--- config.mk ---
export PLATFORM = sky130hd
export DESIGN_NAME = store_buffer
export DESIGN_NICKNAME = d
export VERILOG_FILES = /design/src/rtl/store_buffer.sv
export SDC_FILE = /design/constraint.sdc
export NUM_CORES = 1
export LEC_CHECK = 0
export CAP_MARGIN = 20
export CORE_ASPECT_RATIO = 0.9
export CORE_MARGIN = 2
export CORE_UTILIZATION = 50
export CTS_BUF_LIST = sky130_fd_sc_hd__clkbuf_8 sky130_fd_sc_hd__clkbuf_16
export CTS_CLUSTER_DIAMETER = 80
export CTS_CLUSTER_SIZE = 8
export DETAILED_ROUTE_END_ITERATION = 10
export PLACE_DENSITY = 0.77
export SETUP_SLACK_MARGIN = 0.3
export SLEW_MARGIN = 20
export SYNTH_ARGS = -nofsm -noshare
export SYNTH_HDL_FRONTEND = slang
export SYNTH_SLANG_ARGS = --single-unit
--- constraint.sdc ---
create_clock -name clk_i -period 5.1 [get_ports clk_i]
set_input_delay 0.765 -clock clk_i [delete_from_list [all_inputs] [get_ports clk_i]]
set_output_delay 0.765 -clock clk_i [all_outputs]
set_load 0.03 [all_outputs]
--- src/rtl/store_buffer.sv ---
// store_buffer: in-order store FIFO draining to memory, with load address conflict detection and optional word forwarding (enabled by STORE_BUFFER_FORWARDING_EN)
module store_buffer #(
  parameter int DEPTH = 4
) (
  input  logic        clk_i,
  input  logic        rst_i,
  input  logic        push_request_i,
  input  logic [65:0] push_packet_i,
  output logic        full_o,
  output logic        empty_o,
  output logic        store_request_o,
  output logic [31:0] store_data_o,
  output logic [31:0] store_address_o,
  output logic [1:0]  store_width_o,
  input  logic        store_done_i,
  input  logic [31:0] fwd_address_i,
  output logic        fwd_hit_o,
  output logic [31:0] fwd_data_o,
  output logic        fwd_conflict_o
);
  localparam int AW = $clog2(DEPTH);
  localparam logic [AW:0] CNT_FULL = (AW + 1)'(DEPTH);
  localparam logic [AW:0] CNT_ONE = (AW + 1)'(1);
  typedef enum logic {IDLE, WAIT_DONE} state_e;
  state_e state_q, state_d;
  logic [AW-1:0] head_q, head_d, tail_q, tail_d, idx;
  logic [AW:0] count_q, count_d;
  logic [DEPTH-1:0] valid_q, valid_d;
  logic [31:0] data_q [DEPTH];
  logic [31:0] addr_q [DEPTH];
  logic [1:0] width_q [DEPTH];
  logic push_acc, pop, any_match;
`ifdef STORE_BUFFER_FORWARDING_EN
  logic young_hit;
  logic [31:0] young_data;
`endif
  assign full_o = count_q == CNT_FULL;
  assign empty_o = count_q == '0;
  assign push_acc = push_request_i && !full_o;
  assign pop = state_q == WAIT_DONE && store_done_i;
  assign store_request_o = state_q == WAIT_DONE;
  assign store_data_o = data_q[head_q];
  assign store_address_o = addr_q[head_q];
  assign store_width_o = width_q[head_q];
  // next-state for pointers, occupancy, valid bits and the drain FSM
  always_comb begin
    head_d = pop ? head_q + 1'b1 : head_q;
    tail_d = push_acc ? tail_q + 1'b1 : tail_q;
    count_d = count_q + (AW + 1)'(push_acc) - (AW + 1)'(pop);
    valid_d = valid_q;
    if (pop) valid_d[head_q] = 1'b0;
    if (push_acc) valid_d[tail_q] = 1'b1;
    state_d = state_q == IDLE ? (!empty_o ? WAIT_DONE : IDLE)
            : (!store_done_i || count_q > CNT_ONE || push_acc) ? WAIT_DONE : IDLE;
  end
  // control state register
  always_ff @(posedge clk_i) begin
    if (rst_i) begin
      state_q <= IDLE;
      head_q <= '0;
      tail_q <= '0;
      count_q <= '0;
      valid_q <= '0;
    end else begin
      state_q <= state_d;
      head_q <= head_d;
      tail_q <= tail_d;
      count_q <= count_d;
      valid_q <= valid_d;
    end
  end
  // entry payload storage; contents are meaningless unless the valid bit is set
  always_ff @(posedge clk_i) begin
    if (push_acc) begin
      data_q[tail_q] <= push_packet_i[65:34];
      addr_q[tail_q] <= push_packet_i[33:2];
      width_q[tail_q] <= push_packet_i[1:0];
    end
  end
  // scan oldest to youngest so the last match seen is the youngest one
  always_comb begin
    any_match = 1'b0;
    idx = '0;
`ifdef STORE_BUFFER_FORWARDING_EN
    young_hit = 1'b0;
    young_data = '0;
`endif
    for (int i = 0; i < DEPTH; i++) begin
      idx = head_q + AW'(i);
      if (valid_q[idx] && addr_q[idx][31:2] == fwd_address_i[31:2]) begin
        any_match = 1'b1;
`ifdef STORE_BUFFER_FORWARDING_EN
        young_hit = addr_q[idx] == fwd_address_i && width_q[idx] == 2'd2;
        young_data = data_q[idx];
`endif
      end
    end
  end
`ifdef STORE_BUFFER_FORWARDING_EN
  assign fwd_hit_o = young_hit;
  assign fwd_data_o = young_hit ? young_data : '0;
  assign fwd_conflict_o = any_match && !young_hit;
`else
  assign fwd_hit_o = 1'b0;
  assign fwd_data_o = '0;
  assign fwd_conflict_o = any_match;
`endif
endmodule

==> results of run 1 <==
-- flip-flops by register name, indices dropped and copies added, names as in the netlist, named ones only --
name and cells:
head_q 2, width_q 8, store_request_o 1, valid_q 4, data_q 128, addr_q 128, count_q 3, tail_q 2
-- critical path, delay by kind of cell, from the launching register on --
family                    cells  cell delay (ns)
AOI/OAI and AO/OA             4             1.25
DFF                           1             0.75
muxes                         1             0.32
buffers and inverters         3             0.82
xor gates and xnor gates      1             0.10
-- through the flow --
stage                     utilization  power, uW  hold slack (ns)  instances
after CTS                      0.6164       8184           0.4861       1426
after floorplan                     -       4953           0.5054        926
after global placement         0.5780       5831           0.4717       1377
after global routing           0.6167       8466           0.5176       1426
final                          0.6169       8135           0.4796       1428
after detailed placement       0.5780       5861           0.4795       1377
-- power by group through the flow --
stage / Sequential (uW) / Clock, uW / Combinational, uW
after global routing: 3020 / 2430 / 3020
final: 2990 / 2310 / 2840
after detailed placement: 3030 / 0 / 2830
after floorplan: 2960 / 0 / 1990
after global placement: 3010 / 0 / 2820
after CTS: 2990 / 2340 / 2850
-- logic make-up (layout without fill, tap and decap cells) --
logic type,after synthesis,count (layout),share of synthesized area
compound gates,75,75,0.03716
flops,278,278,0.5708
xor+xnor,110,110,0.06700
buf+inv,114,254,0.04525
fa+ha+maj,12,12,0.01096
mux,199,199,0.2321
simple gates,105,105,0.03646
other cells,1,35,0.0002608
-- per-layer routing --
metal,GRT usage,up-vias,part of all wire
met3,0.07585,68,0.097
li1,-,3803,-
met5,0,-,0.00040
met1,0.2970,4279,0.39
met4,0.07148,2,0.027
met2,0.3906,371,0.49
-- cells in the mapped netlist, types with 2 or more instances --
master | number | area share
o22ai_1 | 6 | 0.0026
mux2i_1 | 87 | 0.061
o221ai_1 | 2 | 0.0012
o21ai_0 | 13 | 0.0045
nor2_1 | 25 | 0.0065
nor3_1 | 7 | 0.0024
and2_1 | 5 | 0.0022
a221oi_1 | 3 | 0.0018
nor2b_1 | 4 | 0.0017
nand2_1 | 24 | 0.0063
nand4_1 | 11 | 0.0048
mux2_2 | 5 | 0.0039
o2111ai_1 | 5 | 0.0030
nor4_1 | 14 | 0.0061
a21oi_1 | 12 | 0.0042
edfxtp_1 | 264 | 0.55
or2_2 | 2 | 0.00087
o211ai_1 | 8 | 0.0042
nand2b_1 | 3 | 0.0013
dfxtp_1 | 14 | 0.019
mux4_2 | 107 | 0.17
xnor2_1 | 71 | 0.043
a221o_1 | 3 | 0.0021
clkbuf_1 | 24 | 0.0063
ha_1 | 11 | 0.0096
xor2_1 | 39 | 0.024
a22oi_1 | 8 | 0.0042
inv_1 | 19 | 0.0050
a211oi_1 | 2 | 0.0010
buf_1 | 9 | 0.0023
buf_2 | 16 | 0.0056
nand3_1 | 5 | 0.0017
a31oi_1 | 3 | 0.0013
a2111oi_0 | 5 | 0.0030
buf_4 | 39 | 0.020
buf_6 | 6 | 0.0047
-- final timing paths --
check / startpoint / end / slack, ns
max: flip-flop / fwd_conflict_o / 0.57
min: store_request_o / store_request_o / 0.48
max reg2reg: count_q[0] / data_q[2][8] / 2.64
min reg2reg: store_request_o / store_request_o / 0.48
-- what timing repair did --
action                     CTS  global route
hold endpoints to repair     0             0
gates resized for setup      0             1
hold buffers                 0             0
setup endpoints to repair    0             1
-- cell type report --
class	instances	area, um^2
sequential	278	8217
multi-input combinational	534	5663
fill	2104	10760
clock inverter	9	76.32
clock buffer	40	1001
tap	360	450.4
inverter	19	71.32
antenna	2	5.005
timing repair buffer	186	1842
-- cells in the final DEF (no fill, tap or decap), types with 3 or more instances in the layout --
cell type / instances
edfxtp_1: 264
clkdlybuf4s50_1: 168
mux4_2: 107
mux2i_1: 87
xnor2_1: 71
clkbuf_16: 40
xor2_1: 39
conb_1: 33
inv_1: 25
nor2_1: 25
nand2_1: 24
buf_4: 16
nor4_1: 14
o21ai_0: 13
a21oi_1: 12
nand4_1: 11
dfxtp_1: 11
ha_1: 10
a22oi_1: 8
o211ai_1: 8
nor3_1: 7
o22ai_1: 6
mux2_2: 5
o2111ai_1: 5
a2111oi_0: 5
nand3_1: 5
nor2b_1: 4
and2_4: 4
nand2b_1: 3
a31oi_1: 3
a221oi_1: 3
a221o_1: 3
==> key figures, run 1 <==
Timing
  • Max-slew violations: 0
  • Setup TNS: 0 ns
  • F_max: approximately 0.22 GHz
  • Final WS setup: around 0.57 ns
  • Final Hold Vio Count: 0
  • Setup Skew: approximately 0.0099 ns
  • RSZ-0062 raised after global routing: false
  • Fin crit share: 0.8889
  • Slew @ Worst Pin: between 0.8 and 0.9 ns
  • Fin crit period: 4.533 ns
  • Rel. slew slack: 0.3961
  • Setup Viol. Count Final: 0

Cells and area
  • Final instance area: between 15000 and 20000 um^2
  • Layout cell share with drive strength beyond 1: 0.1726
  • Final #Nets: between 1000 and 1500
  • P&R area growth vs syn: 20.49%

CTS
  • CTS tree: done
  • Clock tree buffer depth: 3
  • H-tree lvl count: 2
  • Post-CTS Setup Inserts: 0
  • Clk sink count: approximately 280
  • Clock insertion delay at the later pin of the skew report: between 0.5 and 0.6 ns
  • Number of CTS-inserted buffers: 40
  • CTS clk-pin slew, worst paths: roughly 0.050 ns
  • CTS Root Cell: clkbuf_16

Floorplan
  • Num rows: 58
  • Core ar.: between 20000 and 30000 um^2
  • Initial Util: 0.5120
  • Die height: between 150 and 200 um
  • Die width: 182.8 um
  • Die area: around 30000 um^2
  • Num ports: approximately 210

Logic synthesis
  • Cells after Synth: 894
  • Netlist cell types: 49
  • Post-Syn Area: around 14000 um^2
  • Yosys warns: 0
  • Seq cells post-synth: ~280
  • Sequential share of the synthesized area: 0.5708
  • Number of synthesized flops with an enable pin: about 260
  • Ys flop type: edfxtp_1
  • Synth Area per Inst: ~16 um^2
  • Share of flip-flops with an asynchronous set or reset: 0

Global route
  • Initial antenna violation count: 3
  • Total gr overflow: 0
  • Gr usage total: 0.2351
  • Vias in the first global route: between 8000 and 9000
  • First-pass GRT wire length: between 50 and 60 mm
  • Largest net degree at the start of global routing: approximately 110

Placement
  • Gp weighted congestion: ~0.97
  • Detailed placement HPWL: approximately 24 mm
  • Dpl cell area: approximately 16000 um^2
  • Dpl ws: between 1 and 1.5 ns
  • IO Port Bufs: 169

Setup path
  • Cell repeated most along the worst path: buf_4
  • Worst reg2reg path depth: 4
  • CP max stage delay: between 0.7 and 0.8 ns
  • Critical Path RT: roughly 4.3 ns
  • Slowest CP cell: dfxtp_4
  • Cells along the critical path: buf_4 > buf_4 > mux2i_1 > xnor2_1 > a2111oi_0 > o2111ai_1 > o22ai_1 > a221o_2 > buf_12
  • Setup crit end kind: output pin
  • Startpoint Class: flip-flop
  • Crit path kind: flip-flop to output pin
  • Crit-path max FO: 29
  • WP data arrival: 3.77 ns

Pwr
  • Peak VDD IR: 317.8 uV
  • Psw: between 2000 and 3000 uW
  • Pwr dens: between 400 and 500 nW/um^2
  • Comb pwr share: 0.349
  • Clock power share: 0.284
  • Seq pwr share: 0.367
  • Switching share of power: 0.3279
  • P_int: ~5500 uW
  • Leakage: 0.005549 uW

Route
  • DRC: 0
  • DRT Pass-1 Iters: 5
  • Total Wirelength: around 35 mm
  • Post-DRT Antenna Nets: 0
  • Avg WL per Cell: 24.51 um
  • Via/cell ratio: just under 6
  • 1st-iter DRT viols: 737
  • Vias: ~8500

Outcome
  • Status: completed

Job
  • Max cap viols: 0

Worst hold path
  • Worst Hold Class: flip-flop to flip-flop
  • WHS Path Cells: 2
(Power assumes the default switching activity.)
==> inputs of run 2 (changes only) <==
--- a/config.mk
+++ b/config.mk
@@ -10,10 +10,11 @@
 export CORE_MARGIN = 2
 export CORE_UTILIZATION = 50
 export CTS_BUF_LIST = sky130_fd_sc_hd__clkbuf_8 sky130_fd_sc_hd__clkbuf_16
-export CTS_CLUSTER_DIAMETER = 80
+export CTS_CLUSTER_DIAMETER = 40
 export CTS_CLUSTER_SIZE = 8
 export DETAILED_ROUTE_END_ITERATION = 10
 export PLACE_DENSITY = 0.77
+export REMOVE_ABC_BUFFERS = 1
 export SETUP_SLACK_MARGIN = 0.3
 export SLEW_MARGIN = 20
 export SYNTH_ARGS = -nofsm -noshare
==> run 2 against run 1 <==
Critical path depth unchanged; sequential share of layout area down 0.87 points; core utilization up 1.2 points; combinational power up 2%; final cell count up 1.1%; critical endpoint unchanged; largest power group unchanged.
==> key figures, run 2 (same netlist as run 1, synthesis figures left out) <==
Cells and area
  • Filler cells: 2118
  • Most frequent cells in the layout: 264 x edfxtp_1, 168 x clkdlybuf4s50_1, 107 x mux4_2
  • Most common cell after layout, fill and taps aside: edfxtp_1
  • Layout cell share with drive strength beyond 1: 0.1867
  • Final #Nets: around 1200
  • P&R area growth vs syn: 22.76%
  • Final core occ: 0.6285
  • Biggest regs: addr_q (128), data_q (128), width_q (8)

Global route
  • Global routing met3 resource utilization: 0.06858
  • Vias in the first global route: 8882
  • Initial antenna violation count: 2
  • GR peak layer: met2
  • Met1 Usage GRT: 0.3158
  • First-pass GRT wire length: approximately 53 mm
  • Met2 Use GR: 0.3830
  • Total gr overflow: 0
  • Gr usage total: 0.2381
  • Largest net degree at the start of global routing: about 110

Timing
  • WHS: roughly 0.48 ns
  • F_max: 0.2153 GHz
  • RSZ-0062 raised after global routing: false
  • Fin crit share: 0.9107
  • Final WS setup: ~0.46 ns
  • Setup Viol. Count Final: 0
  • Slew @ Worst Pin: ~0.73 ns
  • Max-slew violations: 0
  • Fin crit period: 4.645 ns
  • Setup Skew: around 0.011 ns
  • Final Hold Vio Count: 0
  • Rel. slew slack: 0.5109

CTS
  • Clock insertion delay at the later pin of the skew report: around 0.53 ns
  • CTS Root Cell: clkbuf_16
  • H-tree lvl count: 2
  • Number of CTS-inserted buffers: 45
  • Clock tree buffer depth: 3
  • CTS clk-pin slew, worst paths: ~0.050 ns
  • Clk sink count: about 280
  • CTS Hold Bufs: 0
  • CTS tree: done

Setup path
  • Slowest CP cell: mux4_2
  • CP max stage delay: approximately 0.59 ns
  • Critical Path RT: about 4.3 ns
  • WP data arrival: 3.88 ns
  • Crit path kind: flip-flop to output pin
  • Setup crit end kind: output pin
  • Cells along the critical path: buf_16 > mux4_2 > xor2_1 > nor4_1 > nand4_1 > or4_1 > o22ai_1 > a221o_2 > buf_12
  • Startpoint Class: flip-flop
  • Crit-path max FO: approximately 110

Placement
  • Detailed placement HPWL: ~25 mm
  • IO Port Bufs: about 170
  • Dpl ws: around 1.0 ns
  • Gp weighted congestion: just over 0.9

Route
  • Via/cell ratio: approximately 6.0
  • DRT Pass-1 Iters: 5
  • Post-DRT Antenna Nets: 0
  • Vias: roughly 8700
  • 1st-iter DRT viols: 682
  • Total Wirelength: 35.50 mm
  • DRC: 0
  • Avg WL per Cell: 24.60 um

Floorplan
  • Num ports: around 200
  • Die height: 164.9 um
  • Die area: 30130 um^2
  • Die width: approximately 180 um
  • Num rows: between 50 and 60
  • Core ar.: 28080 um^2
  • Initial Util: 0.5120

Pwr
  • Pwr dens: just under 500 nW/um^2
  • Peak VDD IR: 335.8 uV
  • Leakage: 0.005705 uW
  • Power Total: ~8600 uW

Worst hold path
  • Worst Hold Class: flip-flop to flip-flop

Job
  • Max cap viols: 0

Outcome
  • Status: completed
run 2: cell count changes in the layout (fill, tap and decap cells not counted), sizes merged:
| cell | previous run | this run |
|---|---|---|
| clkbuf | 40 | 46 |
| bufinv | 0 | 4 |
| buf | 18 | 21 |
| clkinv | 2 | 4 |
| clkinvlp | 0 | 1 |
| diode | 2 | 1 |
run 2: worst max-delay path, delay by kind of cell (launching register included):
kind | cells | cell delay, ns
AO/OA/AOI/OAI | 2 | 0.38
flip-flops | 1 | 0.36
XOR/XNOR | 1 | 0.19
multiplexers | 1 | 0.59
AND/OR/NAND/NOR | 3 | 1.14
buffers and inverters | 2 | 0.62
run 2: area by class of cell:
| class | instances | area [um^2] | area share |
|---|---|---|---|
| clock inverter | 16 | 210.2 | 0.01191 |
| multi-input combinational | 534 | 5663 | 0.3208 |
| clock buffer | 46 | 1140 | 0.06458 |
| sequential | 278 | 8217 | 0.4655 |
| antenna | 1 | 2.502 | 0.0001418 |
| timing repair buffer | 189 | 1897 | 0.1075 |
| inverter | 19 | 71.32 | 0.004041 |
| tap | 360 | 450.4 | 0.02552 |
run 2: final timing paths:
path | startpoint | endpoint | slack [ns] | depth (start not counted)
hold / removal | store_request_o | store_request_o | 0.48 | 2
setup / recovery | head_q[0] | fwd_conflict_o | 0.46 | 9
setup reg to reg | count_q[0] | data_q[2][25] | 2.67 | 4
hold reg to reg | store_request_o | store_request_o | 0.48 | 2
run 2: metal layers:
layer  part of all wire  vias to the layer above
met5            0.00037                        -
met4              0.027                        2
met3              0.094                       64
met2               0.47                      414
met1               0.41                     4382
li1                   -                     3839
run 2: metrics by stage:
step | cells | setup TNS (ns) | instance area, um^2
after global routing | 1442 | 0 | 17650
final | 1443 | 0 | 17650
after CTS | 1442 | 0 | 17630
after global placement | 1380 | 0 | 16280
after detailed placement | 1380 | 0 | 16280
after floorplan | 831 | -5.829 | 13920
run 2: power breakdown:
| group | switching (uW) | internal, uW |
|---|---|---|
| clock network | 965 | 1790 |
| logic | 1610 | 1280 |
| registers | 152 | 2820 |
run 2: timing repair:
| action | CTS | global route |
|---|---|---|
| gates resized for setup | 0 | 2 |
| endpoints found under the setup margin | 0 | 1 |
| buffers inserted | 0 | 0 |
